--- src/rtl/nibble_serial_subtractor_pkg.sv ---
// Shared definitions for the nibble-serial subtract datapath.
package nibble_serial_subtractor_pkg;

  // Width of one arithmetic slice processed per clock.
  localparam int unsigned SLICE_W = 4;

  typedef enum logic [1:0] {
    StIdle,
    StRun,
    StDone
  } state_e;

  // Two's-complement overflow: carry into the MSB disagrees with carry out of it.
  function automatic logic ovf_calc(input logic c_msb_in, input logic c_out);
    return c_msb_in ^ c_out;
  endfunction

endpackage

--- src/rtl/nibble_serial_subtractor_cla_slice4.sv ---
// Purely combinational 4-bit carry-lookahead adder slice.
module cla_slice4 (
  input  logic [3:0] x,
  input  logic [3:0] y,
  input  logic       ci,
  output logic [3:0] s,
  output logic       co,
  output logic       c3
);

  logic [3:0] g;
  logic [3:0] p;
  logic       c1;
  logic       c2;

  // Lookahead carries are flattened so no carry ripples through the slice.
  always_comb begin
    g  = x & y;
    p  = x ^ y;
    c1 = g[0] | (p[0] & ci);
    c2 = g[1] | (p[1] & g[0]) | (p[1] & p[0] & ci);
    c3 = g[2] | (p[2] & g[1]) | (p[2] & p[1] & g[0]) | (p[2] & p[1] & p[0] & ci);
    co = g[3] | (p[3] & g[2]) | (p[3] & p[2] & g[1]) | (p[3] & p[2] & p[1] & g[0]) |
         (p[3] & p[2] & p[1] & p[0] & ci);
    s  = p ^ {c3, c2, c1, ci};
  end

endmodule

--- src/rtl/nibble_serial_subtractor.sv ---
// Computes a - b - bin one nibble per clock as a + ~b + ~bin through a single CLA slice.
module nibble_serial_subtractor
  import nibble_serial_subtractor_pkg::*;
#(
  parameter int unsigned WIDTH = 16
) (
  input  logic             clk,
  input  logic             rst,
  input  logic             in_valid,
  output logic             in_ready,
  input  logic [WIDTH-1:0] a,
  input  logic [WIDTH-1:0] b,
  input  logic             bin,
  output logic             out_valid,
  input  logic             out_ready,
  output logic [WIDTH-1:0] diff,
  output logic             bout,
  output logic             ovf,
  output logic             zero,
  output logic             busy
);

  localparam int unsigned NIBBLES = WIDTH / SLICE_W;
  localparam int unsigned IdxW    = (NIBBLES > 1) ? $clog2(NIBBLES) : 1;
  localparam logic [IdxW-1:0] LastIdx = IdxW'(NIBBLES - 1);

  if ((WIDTH < SLICE_W) || ((WIDTH % SLICE_W) != 0)) begin : gen_bad_width
    $error("WIDTH must be a non-zero multiple of 4");
  end

  state_e            state_q, state_d;
  logic [WIDTH-1:0]  a_q, a_d;
  logic [WIDTH-1:0]  b_q, b_d;
  logic [WIDTH-1:0]  diff_q, diff_d;
  logic [IdxW-1:0]   idx_q, idx_d;
  logic              carry_q, carry_d;
  logic              out_valid_q, out_valid_d;
  logic              busy_q, busy_d;
  logic              bout_q, bout_d;
  logic              ovf_q, ovf_d;
  logic              zero_q, zero_d;

  logic [SLICE_W-1:0]       slice_s;
  logic                     slice_co;
  logic                     slice_c3;
  logic [WIDTH+SLICE_W-1:0] diff_shift;

  // One shared slice; the operand registers shift down so it always sees the current nibble.
  cla_slice4 u_slice (
    .x  (a_q[SLICE_W-1:0]),
    .y  (~b_q[SLICE_W-1:0]),
    .ci (carry_q),
    .s  (slice_s),
    .co (slice_co),
    .c3 (slice_c3)
  );

  assign in_ready = (state_q == StIdle) && !rst;

  // Next-state and datapath update for the IDLE -> RUN -> DONE sequence.
  always_comb begin
    state_d     = state_q;
    a_d         = a_q;
    b_d         = b_q;
    diff_d      = diff_q;
    idx_d       = idx_q;
    carry_d     = carry_q;
    out_valid_d = out_valid_q;
    busy_d      = busy_q;
    bout_d      = bout_q;
    ovf_d       = ovf_q;
    zero_d      = zero_q;
    // New nibble enters at the top so the LSB nibble ends up at the bottom after NIBBLES steps.
    diff_shift  = {slice_s, diff_q};

    unique case (state_q)
      StIdle: begin
        if (in_valid && in_ready) begin
          a_d     = a;
          b_d     = b;
          carry_d = ~bin;
          idx_d   = '0;
          busy_d  = 1'b1;
          state_d = StRun;
        end
      end
      StRun: begin
        a_d     = a_q >> SLICE_W;
        b_d     = b_q >> SLICE_W;
        diff_d  = diff_shift[WIDTH+SLICE_W-1:SLICE_W];
        carry_d = slice_co;
        idx_d   = idx_q + IdxW'(1);
        if (idx_q == LastIdx) begin
          bout_d      = ~slice_co;
          ovf_d       = ovf_calc(slice_c3, slice_co);
          zero_d      = (diff_d == '0);
          out_valid_d = 1'b1;
          state_d     = StDone;
        end
      end
      StDone: begin
        if (out_ready) begin
          out_valid_d = 1'b0;
          busy_d      = 1'b0;
          state_d     = StIdle;
        end
      end
      default: state_d = StIdle;
    endcase
  end

  // State registers; synchronous reset discards any in-flight operation.
  always_ff @(posedge clk) begin
    if (rst) begin
      state_q     <= StIdle;
      a_q         <= '0;
      b_q         <= '0;
      diff_q      <= '0;
      idx_q       <= '0;
      carry_q     <= 1'b0;
      out_valid_q <= 1'b0;
      busy_q      <= 1'b0;
      bout_q      <= 1'b0;
      ovf_q       <= 1'b0;
      zero_q      <= 1'b0;
    end else begin
      state_q     <= state_d;
      a_q         <= a_d;
      b_q         <= b_d;
      diff_q      <= diff_d;
      idx_q       <= idx_d;
      carry_q     <= carry_d;
      out_valid_q <= out_valid_d;
      busy_q      <= busy_d;
      bout_q      <= bout_d;
      ovf_q       <= ovf_d;
      zero_q      <= zero_d;
    end
  end

  assign out_valid = out_valid_q;
  assign busy      = busy_q;
  assign diff      = diff_q;
  assign bout      = bout_q;
  assign ovf       = ovf_q;
  assign zero      = zero_q;

endmodule
--- config.mk ---
export PLATFORM = sky130hd
export DESIGN_NAME = nibble_serial_subtractor
export DESIGN_NICKNAME = d
export VERILOG_FILES = /design/src/rtl/nibble_serial_subtractor_pkg.sv /design/src/rtl/nibble_serial_subtractor_cla_slice4.sv /design/src/rtl/nibble_serial_subtractor.sv
export SDC_FILE = /design/constraint.sdc
export NUM_CORES = 1
export LEC_CHECK = 0
export ABC_AREA = 0
export BUFFER_PORTS_ARGS = -buffer_cell sky130_fd_sc_hd__buf_4
export CORE_MARGIN = 3
export CORE_UTILIZATION = 54
export DETAILED_ROUTE_END_ITERATION = 8
export GPL_TIMING_DRIVEN = 0
export PLACE_DENSITY = 0.8
export REMOVE_ABC_BUFFERS = 1
export SLEW_MARGIN = 15
export SYNTH_ARGS = -nofsm -noshare
export SYNTH_HDL_FRONTEND = slang
export SYNTH_SLANG_ARGS = --single-unit
--- constraint.sdc ---
create_clock -name clk -period 5.1 [get_ports clk]
set_clock_uncertainty 0.05 [all_clocks]
set_input_delay 1.02 -clock clk [delete_from_list [all_inputs] [get_ports clk]]
set_output_delay 1.02 -clock clk [all_outputs]
set_load 0.02 [all_outputs]
==> results.json <==
{
  "antennaDiodeCount": 0,
  "die_w_um": 74.9,
  "async_flop_share_pct": 0,
  "cp.arrival_ps": 1840,
  "synth_warnings": 0,
  "avgRoutedWirePerCell_um": 12.2,
  "synth_area_mm2": 0.00256,
  "status": "complete, no violations",
  "path_cells": "buf_4 -> nor3_1 -> buf_4",
  "yosysTopAreaCell": "dfxtp_1",
  "dieHeight_um": 74.9,
  "layout-drive-gt1-share_pct": 24.4,
  "slew_headroom_pct": 46.1,
  "numCtsBuffers": 9,
  "yosys-top-cells-count": "nor2_1 (67), dfxtp_1 (58), nand2_1 (52), a21oi_1 (40), nor4_2 (10)",
  "synth_cell_types": 39,
  "post-route-period-util_pct": 57.1,
  "ir_drop_mv": 0.173,
  "drc_errors": 0,
  "synth_top_area_share_pct": 45.3,
  "yosys-top-cells-area": "dfxtp_1 (45%), nor2_1 (9.8%), a21oi_1 (7.8%)",
  "dr.max_layer_used": "met4",
  "cts_resized": 0,
  "grt-ovfl-total": 0,
  "avgSynthCellArea_um2": 8.19,
  "ys_seq_area_share_pct": 45.3,
  "finalSetupViolations": 0,
  "crit_buf_inv": 2,
  "synth_seq_cells": 58,
  "slowest_stage": "buf_4",
  "crit_required_ps": 4030,
  "worstPathMaxFanout": 56,
  "n_fill_cell": 376,
  "cap_viol_max_count": 0,
  "final_net_count": 405,
  "placed_cells": 403,
  "final_util_pct": 69.9,
  "hpwl_mm": 3.47,
  "htreeDepth": 3,
  "place_ws_ps": 2060,
  "grt_antenna_before_repair": 0,
  "core_area_mm2": 0.00447,
  "hold_buffers": 0,
  "cts_tree": "built",
  "track_usage_pct": 20.1,
  "ant_nets": 0,
  "tightestPinTransition_ps": 806,
  "cts-root-buf": "clkbuf_8",
  "vias": 2206,
  "rsz0062_at_grt": "no",
  "port_buffers": 58,
  "boundaryPins": 59,
  "wl_met3_um": 316,
  "path_delay_family": "buffers and inverters",
  "path_common_cell": "buf_4",
  "critPathLaunchType": "input port",
  "clk_pin_slew_ps": 60,
  "cts_setup_buffers": 0,
  "fmax_ghz": 0.343,
  "post-route-min-period_ps": 2910,
  "grt_pass1_wl_mm": 8.60,
  "dr_wl_met2_mm": 2.47,
  "synth_most_common_cell": "nor2_1",
  "powerDensity_mw_per_mm2": 327,
  "hold_path.class": "flip-flop to flip-flop",
  "netlist_instances": 313,
  "rows": 24,
  "instances_no_fill": 417,
  "wirelength_mm": 5.09,
  "synth_edf_count": 0,
  "r2r_slack_ps": 3030,
  "final-hold-violation-count": 0,
  "area_growth_pct": 22.0,
  "grt_pass1_vias": 2031,
  "die-area_mm2": 0.00561,
  "grt_max_degree": 57,
  "start_util_pct": 57.3,
  "place_congestion": 0.794,
  "clock_latency_ps": 320,
  "drt_first_pass_iters": 5,
  "vias_per_cell": 5.29,
  "slew_viol_final": 0,
  "critPathMaxStageDelay_ps": 500,
  "wl_met1_mm": 2.29,
  "drt_iter0_drc": 95,
  "p_leak_nw": 1.28,
  "cts_sinks": 58,
  "tns_ps": 0,
  "clockBufferDepth": 2,
  "critical_path_class": "input port to output pin",
  "cp-end-kind": "output pin",
  "setup_slack_ps": 2190,
  "synthFlopType": "dfxtp_1"
}
## registers in the layout, indices dropped and copies added, names as in the netlist
register and count:
bout 1, ovf 1, a_q 16, b_q 16, zero 1, carry_q 1
diff 16, busy 1, state_q 2, out_valid 1, idx_q 2
## worst min-delay path, cell delays in order, from the launching register on
cell and delay, ps:
dfxtp_1 310, nand2_1 50, a21oi_1 50
## where the power goes
part	switching, mW	leakage, nW	internal (mW)
Clock	0.155	0.0766	0.185
Sequential	0.0192	0.474	0.483
Combinational	0.101	0.733	0.0788
Total	0.276	1.28	0.747
## layout make-up
class	count	area, µm²	area share (%)
Multi-Input combinational cell	227	1250	40.0
Sequential cell	58	1160	37.1
Timing Repair Buffer	60	474	15.2
Clock buffer	14	153	4.88
Tap cell	52	65.1	2.08
Inverter	6	22.5	0.720
## cell families (layout without fill, tap and decap cells)
kind of cell / after synthesis / count (layout) / synth area share, %
muxes: 1 / 1 / 0.391
adders and majority gates: 6 / 6 / 3.22
DFF: 58 / 58 / 45.3
xor gates and xnor gates: 1 / 1 / 0.342
and+or+nand+nor: 159 / 159 / 30.9
AOI/OAI and AO/OA: 60 / 60 / 13.8
buffers and inverters: 28 / 80 / 6.05
## per-layer routing
| layer | GRT usage [%] | vias to the layer above |
|---|---|---|
| li1 | - | 1154 |
| met1 | 24.4 | 987 |
| met2 | 32.9 | 63 |
| met3 | 5.74 | 2 |
| met4 | 9.49 | 0 |
| met5 | 0 | - |
## metrics by stage
| step | total power, mW | instance area (µm²) | hold slack, ps |
|---|---|---|---|
| 6_report | 1.02 | 3130 | 404 |
| 5_1_grt | 1.09 | 3130 | 414 |
| 4_1_cts | 1.04 | 3130 | 404 |
| 3_5_place_dp | 0.693 | 2970 | 397 |
| 3_3_place_gp | 0.684 | 2930 | 393 |
| 2_1_floorplan | 0.623 | 2430 | 385 |
## worst paths after layout
path / start / endpoint / cells past startpoint
min: diff[3] / diff[3] / 2
max: rst / in_ready / 3
max reg2reg: state_q[1] / b_q[1] / 3
min reg2reg: diff[3] / diff[3] / 2
## placed cells by master, fill, tap and decap left out, types with 5 or more instances in the layout
cell type,Yosys,layout
nor2_1,67,67
dfxtp_1,58,58
buf_4,1,58
nand2_1,52,52
a21oi_1,40,40
nor4_2,10,10
clkbuf_8,0,10
nor4_1,9,9
inv_1,6,6
ha_1,5,5
Power figures use the tool's default switching activity.
